$ cat src/rtl/reg_xform_pkg.sv
// Shared register map, CTRL bit positions and FSM state encoding for the
// reg_xform data path.
package reg_xform_pkg;

    localparam logic [15:0] ADDR_CTRL    = 16'h0009;
    localparam logic [15:0] ADDR_KEY     = 16'h000A;
    localparam logic [15:0] ADDR_PKT_LO  = 16'h000B;
    localparam logic [15:0] ADDR_PKT_HI  = 16'h000C;
    localparam logic [15:0] ADDR_DROP_LO = 16'h000D;
    localparam logic [15:0] ADDR_DROP_HI = 16'h000E;
    localparam logic [15:0] ADDR_CLR     = 16'h000F;

    localparam int CTRL_INVERT = 0;
    localparam int CTRL_XOR_EN = 1;
    localparam int CTRL_ENABLE = 2;

    localparam logic [2:0] CTRL_RESET = 3'b100;

    typedef enum logic [1:0] {
        IDLE = 2'd0,
        PASS = 2'd1,
        DROP = 2'd2
    } state_t;

endpackage

$ cat src/rtl/reg_xform_csr.sv
// Register bus front end: CTRL/KEY storage, packet counters with clear,
// coherent HI shadows and the registered read port.
module reg_xform_csr
    import reg_xform_pkg::*;
#(
    parameter int DATA_W = 8,
    parameter int CNT_W  = 32
) (
    input  logic              clk,
    input  logic              rst_n,
    input  logic              bus_cmd_valid,
    input  logic              bus_op,
    input  logic [15:0]       bus_addr,
    input  logic [15:0]       bus_wr_data,
    output logic [15:0]       bus_rd_data,
    input  logic              pkt_inc,
    input  logic              drop_inc,
    output logic              ctrl_invert,
    output logic              ctrl_xor_en,
    output logic              ctrl_enable,
    output logic [DATA_W-1:0] xor_key
);

    logic [2:0]        ctrl;
    logic [DATA_W-1:0] key;
    logic [CNT_W-1:0]  pkt_cnt;
    logic [CNT_W-1:0]  drop_cnt;
    logic [CNT_W-17:0] pkt_hi;
    logic [CNT_W-17:0] drop_hi;
    logic [15:0]       rd_mux;
    logic              wr_en;
    logic              rd_en;
    logic              clr_pkt;
    logic              clr_drop;
    logic              unused_ok;

    assign wr_en     = bus_cmd_valid && bus_op;
    assign rd_en     = bus_cmd_valid && !bus_op;
    assign clr_pkt   = wr_en && (bus_addr == ADDR_CLR) && bus_wr_data[0];
    assign clr_drop  = wr_en && (bus_addr == ADDR_CLR) && bus_wr_data[1];
    assign unused_ok = ^bus_wr_data;

    assign ctrl_invert = ctrl[CTRL_INVERT];
    assign ctrl_xor_en = ctrl[CTRL_XOR_EN];
    assign ctrl_enable = ctrl[CTRL_ENABLE];
    assign xor_key     = key;

    always_comb begin
        rd_mux = '0;
        case (bus_addr)
            ADDR_CTRL:    rd_mux[2:0]         = ctrl;
            ADDR_KEY:     rd_mux[DATA_W-1:0]  = key;
            ADDR_PKT_LO:  rd_mux              = pkt_cnt[15:0];
            ADDR_PKT_HI:  rd_mux[CNT_W-17:0]  = pkt_hi;
            ADDR_DROP_LO: rd_mux              = drop_cnt[15:0];
            ADDR_DROP_HI: rd_mux[CNT_W-17:0]  = drop_hi;
            default:      rd_mux              = '0;
        endcase
    end

    always_ff @(posedge clk) begin
        if (!rst_n) begin
            ctrl        <= CTRL_RESET;
            key         <= '0;
            pkt_cnt     <= '0;
            drop_cnt    <= '0;
            pkt_hi      <= '0;
            drop_hi     <= '0;
            bus_rd_data <= '0;
        end else begin
            if (wr_en && bus_addr == ADDR_CTRL) ctrl <= bus_wr_data[2:0];
            if (wr_en && bus_addr == ADDR_KEY)  key  <= bus_wr_data[DATA_W-1:0];

            // A clear landing on the same edge as an increment leaves zero.
            if (clr_pkt)       pkt_cnt <= '0;
            else if (pkt_inc)  pkt_cnt <= pkt_cnt + CNT_W'(1);
            if (clr_drop)      drop_cnt <= '0;
            else if (drop_inc) drop_cnt <= drop_cnt + CNT_W'(1);

            if (rd_en) begin
                bus_rd_data <= rd_mux;
                if (bus_addr == ADDR_PKT_LO)  pkt_hi  <= pkt_cnt[CNT_W-1:16];
                if (bus_addr == ADDR_DROP_LO) drop_hi <= drop_cnt[CNT_W-1:16];
            end
        end
    end

endmodule

$ cat src/rtl/reg_xform_dut.sv
// Packet pass/drop FSM with a per-packet invert/XOR transform; the mode is
// frozen at packet start so configuration writes only affect later packets.
module reg_xform_dut
    import reg_xform_pkg::*;
#(
    parameter int DATA_W = 8,
    parameter int CNT_W  = 32
) (
    input  logic              clk,
    input  logic              rst_n,
    input  logic              bus_cmd_valid,
    input  logic              bus_op,
    input  logic [15:0]       bus_addr,
    input  logic [15:0]       bus_wr_data,
    output logic [15:0]       bus_rd_data,
    input  logic [DATA_W-1:0] rxd,
    input  logic              rx_dv,
    output logic [DATA_W-1:0] txd,
    output logic              tx_en
);

    state_t            state;
    logic              rx_dv_q;
    logic              start;
    logic              mode_invert;
    logic              mode_xor_en;
    logic [DATA_W-1:0] mode_key;
    logic              cfg_invert;
    logic              cfg_xor_en;
    logic              cfg_enable;
    logic [DATA_W-1:0] cfg_key;
    logic [DATA_W-1:0] d_out;
    logic              pkt_inc;
    logic              drop_inc;

    function automatic logic [DATA_W-1:0] xform(input logic [DATA_W-1:0] d,
                                                input logic inv,
                                                input logic xe,
                                                input logic [DATA_W-1:0] k);
        logic [DATA_W-1:0] r;
        r = inv ? ~d : d;
        if (xe) r = r ^ k;
        return r;
    endfunction

    // rx_dv_q resets high so a packet already in flight at reset is ignored
    // until rx_dv has been seen low.
    assign start    = (state == IDLE) && rx_dv && !rx_dv_q;
    assign d_out    = start ? xform(rxd, cfg_invert, cfg_xor_en, cfg_key)
                            : xform(rxd, mode_invert, mode_xor_en, mode_key);
    assign pkt_inc  = (state == PASS) && !rx_dv;
    assign drop_inc = (state == DROP) && !rx_dv;

    reg_xform_csr #(
        .DATA_W (DATA_W),
        .CNT_W  (CNT_W)
    ) u_csr (
        .clk           (clk),
        .rst_n         (rst_n),
        .bus_cmd_valid (bus_cmd_valid),
        .bus_op        (bus_op),
        .bus_addr      (bus_addr),
        .bus_wr_data   (bus_wr_data),
        .bus_rd_data   (bus_rd_data),
        .pkt_inc       (pkt_inc),
        .drop_inc      (drop_inc),
        .ctrl_invert   (cfg_invert),
        .ctrl_xor_en   (cfg_xor_en),
        .ctrl_enable   (cfg_enable),
        .xor_key       (cfg_key)
    );

    always_ff @(posedge clk) begin
        if (!rst_n) begin
            state       <= IDLE;
            rx_dv_q     <= 1'b1;
            txd         <= '0;
            tx_en       <= 1'b0;
            mode_invert <= 1'b0;
            mode_xor_en <= 1'b0;
            mode_key    <= '0;
        end else begin
            rx_dv_q <= rx_dv;
            tx_en   <= 1'b0;
            case (state)
                IDLE: begin
                    if (start) begin
                        if (cfg_enable) begin
                            state       <= PASS;
                            mode_invert <= cfg_invert;
                            mode_xor_en <= cfg_xor_en;
                            mode_key    <= cfg_key;
                            txd         <= d_out;
                            tx_en       <= 1'b1;
                        end else begin
                            state <= DROP;
                        end
                    end
                end
                PASS: begin
                    if (rx_dv) begin
                        txd   <= d_out;
                        tx_en <= 1'b1;
                    end else begin
                        state <= IDLE;
                    end
                end
                DROP: begin
                    if (!rx_dv) state <= IDLE;
                end
                default: state <= IDLE;
            endcase
        end
    end

endmodule

$ cat config.mk
export PLATFORM = sky130hd
export DESIGN_NAME = reg_xform_dut
export DESIGN_NICKNAME = d
export VERILOG_FILES = /design/src/rtl/reg_xform_pkg.sv /design/src/rtl/reg_xform_csr.sv /design/src/rtl/reg_xform_dut.sv
export SDC_FILE = /design/constraint.sdc
export NUM_CORES = 1
export LEC_CHECK = 0
export ABC_AREA = 1
export CAP_MARGIN = 15
export CORE_ASPECT_RATIO = 0.6
export CORE_MARGIN = 1.5
export CORE_UTILIZATION = 35
export CTS_CLUSTER_DIAMETER = 150
export DETAILED_ROUTE_END_ITERATION = 7
export GPL_TIMING_DRIVEN = 0
export MAX_ROUTING_LAYER = met4
export PLACE_DENSITY_LB_ADDON = 0.3
export SYNTH_ARGS = -nofsm -noshare
export SYNTH_HDL_FRONTEND = slang
export SYNTH_SLANG_ARGS = --single-unit
$ cat constraint.sdc
create_clock -name clk -period 4.26 [get_ports clk]
set_input_delay 0.639 -clock clk [delete_from_list [all_inputs] [get_ports clk]]
set_output_delay 0.639 -clock clk [all_outputs]
set_load 0.02 [all_outputs]
# == Word-level counts from Yosys, hierarchy flattened ==
# Cells that the tools add are included.
# word_totals
wordCells,77
inputBits,45
output_inout_bits,25
register_bits,145
# op_classes
n_bitwise,4
n_reduce_logical,24
addsub,2
muxes,20
n_eq_ne,13
# ops
cell,count
"equality test 16 x 4 -> 1 bit, second input constant",7
"adder 32 x 1 -> 32 bit, second input constant",2
2-to-1 mux 8 bit,8
case mux 8 bit (4 select lines),1
case mux 5 bit (5 select lines),1
case mux 3 bit (6 select lines),1
case mux 8 bit (2 select lines),1
XOR 8 bit,2
logical AND 1 bit,11
inverter 8 bit,1
2-to-1 mux 2 bit,3
"inequality test 2 bit, second input constant",3
AND reduction 2 bit,3
OR reduction 2 bit,3
case mux 2 bit (2 select lines),1
AND reduction 4 bit,1
zero test 1 bit,3
2-to-1 mux 1 bit,3
AND reduction 3 bit,1
"equality test 2 x 1 -> 1 bit, second input constant",1
"equality test 2 bit, second input constant",1
zero test 2 bit,1
"inequality test 2 x 1 -> 1 bit, second input constant",1
case mux 1 bit (2 select lines),1
other kinds (2),2

# == Logic depth before layout (Yosys ltp) ==
# depth
ltp_word,8
mapped_depth,12
ltp_nobuf,12

# == Modules after synthesis ==
# A second synthesis with hierarchy kept.
# hier_totals
hier_cells,1196
area_unflattened_um2,7825.0
# modules_own_cells
module,n_inst,area_each_um2,cells_each
reg_xform_csr,1,6282.3,932
reg_xform_dut,1,1542.7,264

# == Least setup slack after synthesis ==
# Ideal clock, no wire load.
# synth_path
kind,input to register
from,in bus_addr[5]
to,reg u_csr.drop_hi[10]
stages,9
t_arrival_ps,1803
required_ps,4128
setup_time_ps,132
slack_ps,2325
cell_sequence,nor2_1 nand2_2 nor2_2 and2_1 buf_4 nand2_2 buf_2 nand2_1 a21oi_1
# synth_between
elab_chain_len,2
# synth_lines
element,line,text
start: declaration,reg_xform_dut.sv:13,"input logic [15:0] bus_addr,"
equality test 16 x 4 -> 1 bit,reg_xform_csr.sv:83,if (bus_addr == ADDR_DROP_LO) drop_hi <= drop_cnt[CNT_W-1:16];
AND reduction 2 bit (no line),-,
end signal: assignment,reg_xform_csr.sv:83,
end: declaration,reg_xform_csr.sv:29,logic [CNT_W-17:0] drop_hi;
# Every way passes these cells.
# A chain may end at the register's enable or synchronous reset.

# == Worst setup path after layout ==
# layout_path
from,in bus_addr[14]
to,reg u_csr.pkt_cnt[12]
# layout_between
elab_chain_len,4
# layout_lines
element,line,text
equality test 16 x 4 -> 1 bit,reg_xform_csr.sv:39,assign clr_pkt = wr_en && (bus_addr == ADDR_CLR) && bus_wr_data[0];
logical AND 1 bit (2 in a row),reg_xform_csr.sv:39,
OR reduction 2 bit (no line),-,
end signal: assignment,reg_xform_csr.sv:76,else if (pkt_inc) pkt_cnt <= pkt_cnt + CNT_W'(1);
end: declaration,reg_xform_csr.sv:26,logic [CNT_W-1:0] pkt_cnt;
# Every way passes these cells.

==> metrics.yaml <==
die:
  floorplan.rows: 41
  coreArea_um2: 20930
  floorplan.die_area_um2: 22150
  initial_core_util: 0.3552
  chipWidth_um: 191.1
  dieHeight_um: 115.9
  ioPinCount: 70
sta:
  layout_worst_path_cycle_share: 0.6344
  maxSlewHeadroom: 0.5271
  fin_crit_ps: 2703
  unrepaired_setup_endpoints_after_global_routing: "no"
  hold_violations: 0
  worst_slew_pin_slew_ps: 709.3
  maxClockFrequency_mhz: 370.0
  final-max-slew-violation-count: 0
  finalClockSkew_ps: 12.51
  totalNegativeSetupSlack_ps: 0
  finalSetupViolCount: 0
logic_synthesis:
  synth_area_um2: 7433
  synthesis.instances: 1108
  ys_warnings: 0
  synth_seq_area_share: 0.3905
  nets_in_the_synthesized_netlist: 1158
  mean_instance_size_in_the_synthesized_netlist_um2: 6.709
  yosys.cell_types.count: 36
  register_bit_total_from_synthesis: 145
worst_setup_path:
  critical_path_capture_point_type: "register"
  timing.critical_path.arrival_ps: 3030
  critPathMaxFanout: 10
  worstPathBufferInverterCount: 2
  cpLargestDelayFamily: "simple AND/OR/NAND/NOR gates"
  worst-setup-path-type: "in2reg"
  worst-endpoint-required_ps: 4580
  path_common_cell: "sky130_fd_sc_hd__nor2_1"
  start_kind: "input port"
  critical_path.slowest_cell: "sky130_fd_sc_hd__o21ai_2"
  timing.critical_path.cells: "clkdlybuf4s50_1, nor2_1, nand2_1, nor2_2, nand4_1, o21ai_2, buf_2, nor2_1"
  slowest_delay_ps: 590
finish:
  post-route-cell-area_um2: 9012
  final_net_count: 1237
  proportion_of_layout_cells_with_a_drive_suffix_above_1: 0.06417
  post_layout_nonfiller_instances: 1479
  num_antenna_cells: 0
  mostFrequentLayoutCell: "sky130_fd_sc_hd__nand2_1"
  area_growth_pct: 21.24
  layout.cells.most_common_list: "sky130_fd_sc_hd__nand2_1, sky130_fd_sc_hd__nor2_1, sky130_fd_sc_hd__dfxtp_1"
clocking:
  ctsRootBufferMaster: "sky130_fd_sc_hd__clkbuf_16"
  cts_tree: "yes"
  cts_hold_repair.buffers: 0
  clk_latency_ps: 440
  tritoncts.num_buffers: 17
  clock_sinks: 145
  clockBufferDepth: 2
  path_clk_slew_ps: 70
  cts.htree.levels: 4
  post_cts_resize_count: 0
  cts_setup_buffers: 0
pwr:
  ir_worst_vdd_v: 0.0002710
  report.power.total_mw: 3.502
  p_int_mw: 2.584
  power.sequential.fraction: 0.409
  switchingPower_uw: 918.2
  power.switching_fraction: 0.2621
  leakagePower_nw: 3.261
  comb_power_share: 0.125
  power.density_nw_per_um2: 388.6
  p_clk_frac: 0.466
placement:
  dpl.cell_count: 1447
  gp_congestion: 0.9191
  dp.final_hpwl_um: 17680
  port-buffer-count: 60
  placement.cell_area_um2: 8383
drt:
  drt_pre_antenna_iters: 5
  detail_route.wl_per_cell_um: 15.75
  viasPerCell: 5.114
  postRouteWirelength_um: 23300
  final_antenna_net_count: 0
  via_count: 7563
  remaining_drc_errors: 0
  drt_iter0_markers: 782
grt:
  grt_usage: 0.2205
  first_global_vias: 6486
  wire_length_of_the_first_global_routing_pass_um: 36100
  remaining_overflow_grt: 0
  grt_antenna_before_repair: 0
  grt_max_degree: 17
flow_run:
  cap_violations: 0
worst_hold_path:
  hold_path.class: "reg2reg"
status:
  outcome: "completed"
-- kinds of logic (layout without fill, tap and decap cells) --
logic type	count (synthesis)	in the layout	share of synthesized area
AO/OA/AOI/OAI	173	173	0.1207
adder cells (fa/ha/maj)	5	5	0.008416
AND/OR/NAND/NOR	616	616	0.3629
flip-flops	145	145	0.3905
XOR/XNOR	41	41	0.04831
buffers and inverters	128	220	0.06918
-- cell type report --
type,instances,area (um^2)
Inverter,92,345.3
Multi-Input combinational cell,835,4016
Timing Repair Buffer,60,600.6
Sequential cell,145,2903
Clock inverter,12,182.7
Tap cell,279,349.1
Fill cell,2157,11920
Clock buffer,20,446.7
Buffer,36,168.9
-- worst min-delay path, cell delays in order, from the launching register on --
cell                      delay (ps)
sky130_fd_sc_hd__dfxtp_1         310
sky130_fd_sc_hd__nand2_1          60
sky130_fd_sc_hd__a21oi_1          50
-- path summary, 6_finish.rpt --
kind / start / to / slack, ps / cells after the start
setup / recovery: bus_addr[14] / u_csr.pkt_cnt[12] / 1560 / 8
hold / removal: u_csr.drop_hi[14] / u_csr.drop_hi[14] / 460 / 2
setup reg to reg: state[1] / u_csr.pkt_cnt[27] / 2140 / 12
hold reg to reg: u_csr.drop_hi[14] / u_csr.drop_hi[14] / 460 / 2
-- power groups by stage --
stage | clock network [mW] | registers, mW | logic (mW)
2_1_floorplan | 0 | 1.50 | 0.229
3_3_place_gp | 0 | 1.46 | 0.428
3_5_place_dp | 0 | 1.46 | 0.431
4_1_cts | 1.64 | 1.43 | 0.437
5_1_grt | 1.70 | 1.44 | 0.483
6_report | 1.63 | 1.43 | 0.437
-- flip-flops by register name, summed over array words and instances (netlist names) --
register and flops:
mode_invert 1, mode_key 8, mode_xor_en 1, rx_dv_q 1, state 2, tx_en 1
txd 8, u_csr.bus_rd_data 16, u_csr.ctrl 3, u_csr.drop_cnt 32, u_csr.drop_hi 16, u_csr.pkt_cnt 32
u_csr.pkt_hi 16, u_csr.xor_key 8
-- cells in the mapped netlist --
cell | n | share of area
sky130_fd_sc_hd__nand2_1 | 274 | 0.14
sky130_fd_sc_hd__o211ai_1 | 6 | 0.0061
sky130_fd_sc_hd__inv_2 | 3 | 0.0015
sky130_fd_sc_hd__nor3b_1 | 5 | 0.0051
sky130_fd_sc_hd__clkbuf_1 | 19 | 0.0096
sky130_fd_sc_hd__nand4_1 | 22 | 0.019
sky130_fd_sc_hd__nand2_2 | 4 | 0.0034
sky130_fd_sc_hd__buf_6 | 1 | 0.0015
sky130_fd_sc_hd__nor3_4 | 2 | 0.0044
sky130_fd_sc_hd__and2_1 | 3 | 0.0025
sky130_fd_sc_hd__nand3b_1 | 12 | 0.012
sky130_fd_sc_hd__o21ai_2 | 2 | 0.0024
sky130_fd_sc_hd__xnor2_1 | 21 | 0.025
sky130_fd_sc_hd__inv_1 | 88 | 0.044
sky130_fd_sc_hd__nand3_1 | 104 | 0.070
sky130_fd_sc_hd__nor2_4 | 2 | 0.0030
sky130_fd_sc_hd__dfxtp_1 | 145 | 0.39
sky130_fd_sc_hd__or2_2 | 4 | 0.0034
sky130_fd_sc_hd__o22ai_1 | 1 | 0.00084
sky130_fd_sc_hd__a31oi_1 | 2 | 0.0017
sky130_fd_sc_hd__buf_2 | 12 | 0.0081
sky130_fd_sc_hd__nor2_2 | 13 | 0.011
sky130_fd_sc_hd__nand3_2 | 1 | 0.0013
sky130_fd_sc_hd__nor2_1 | 151 | 0.076
sky130_fd_sc_hd__ha_1 | 5 | 0.0084
sky130_fd_sc_hd__or2_0 | 3 | 0.0025
sky130_fd_sc_hd__xor2_1 | 20 | 0.024
sky130_fd_sc_hd__a21oi_1 | 101 | 0.068
sky130_fd_sc_hd__buf_1 | 1 | 0.00050
sky130_fd_sc_hd__nor3_1 | 14 | 0.0094
sky130_fd_sc_hd__buf_4 | 3 | 0.0030
sky130_fd_sc_hd__clkinv_1 | 1 | 0.00050
sky130_fd_sc_hd__nor4_1 | 2 | 0.0017
sky130_fd_sc_hd__o21ai_0 | 58 | 0.039
sky130_fd_sc_hd__o21bai_1 | 2 | 0.0020
sky130_fd_sc_hd__o21ai_1 | 1 | 0.00067
-- stage by stage --
stage | hold slack, ps | setup WS, ps | util
after floorplan | 425.2 | 2325 | -
after global placement | 439.6 | 1188 | 0.4005
after detailed placement | 448.4 | 1129 | 0.4005
after CTS | 457.1 | 1577 | 0.4306
after global routing | 471.8 | 1429 | 0.4306
final | 461.7 | 1557 | 0.4306
-- per-layer routing --
metal,vias up,track usage,share of wire
met5,-,-,0
li1,3786,-,-
met3,21,0.05118,0.094
met1,3462,0.3378,0.52
met4,0,0.04479,0.0070
met2,294,0.2841,0.38
Note: power is estimated with default switching activity, not from simulation.
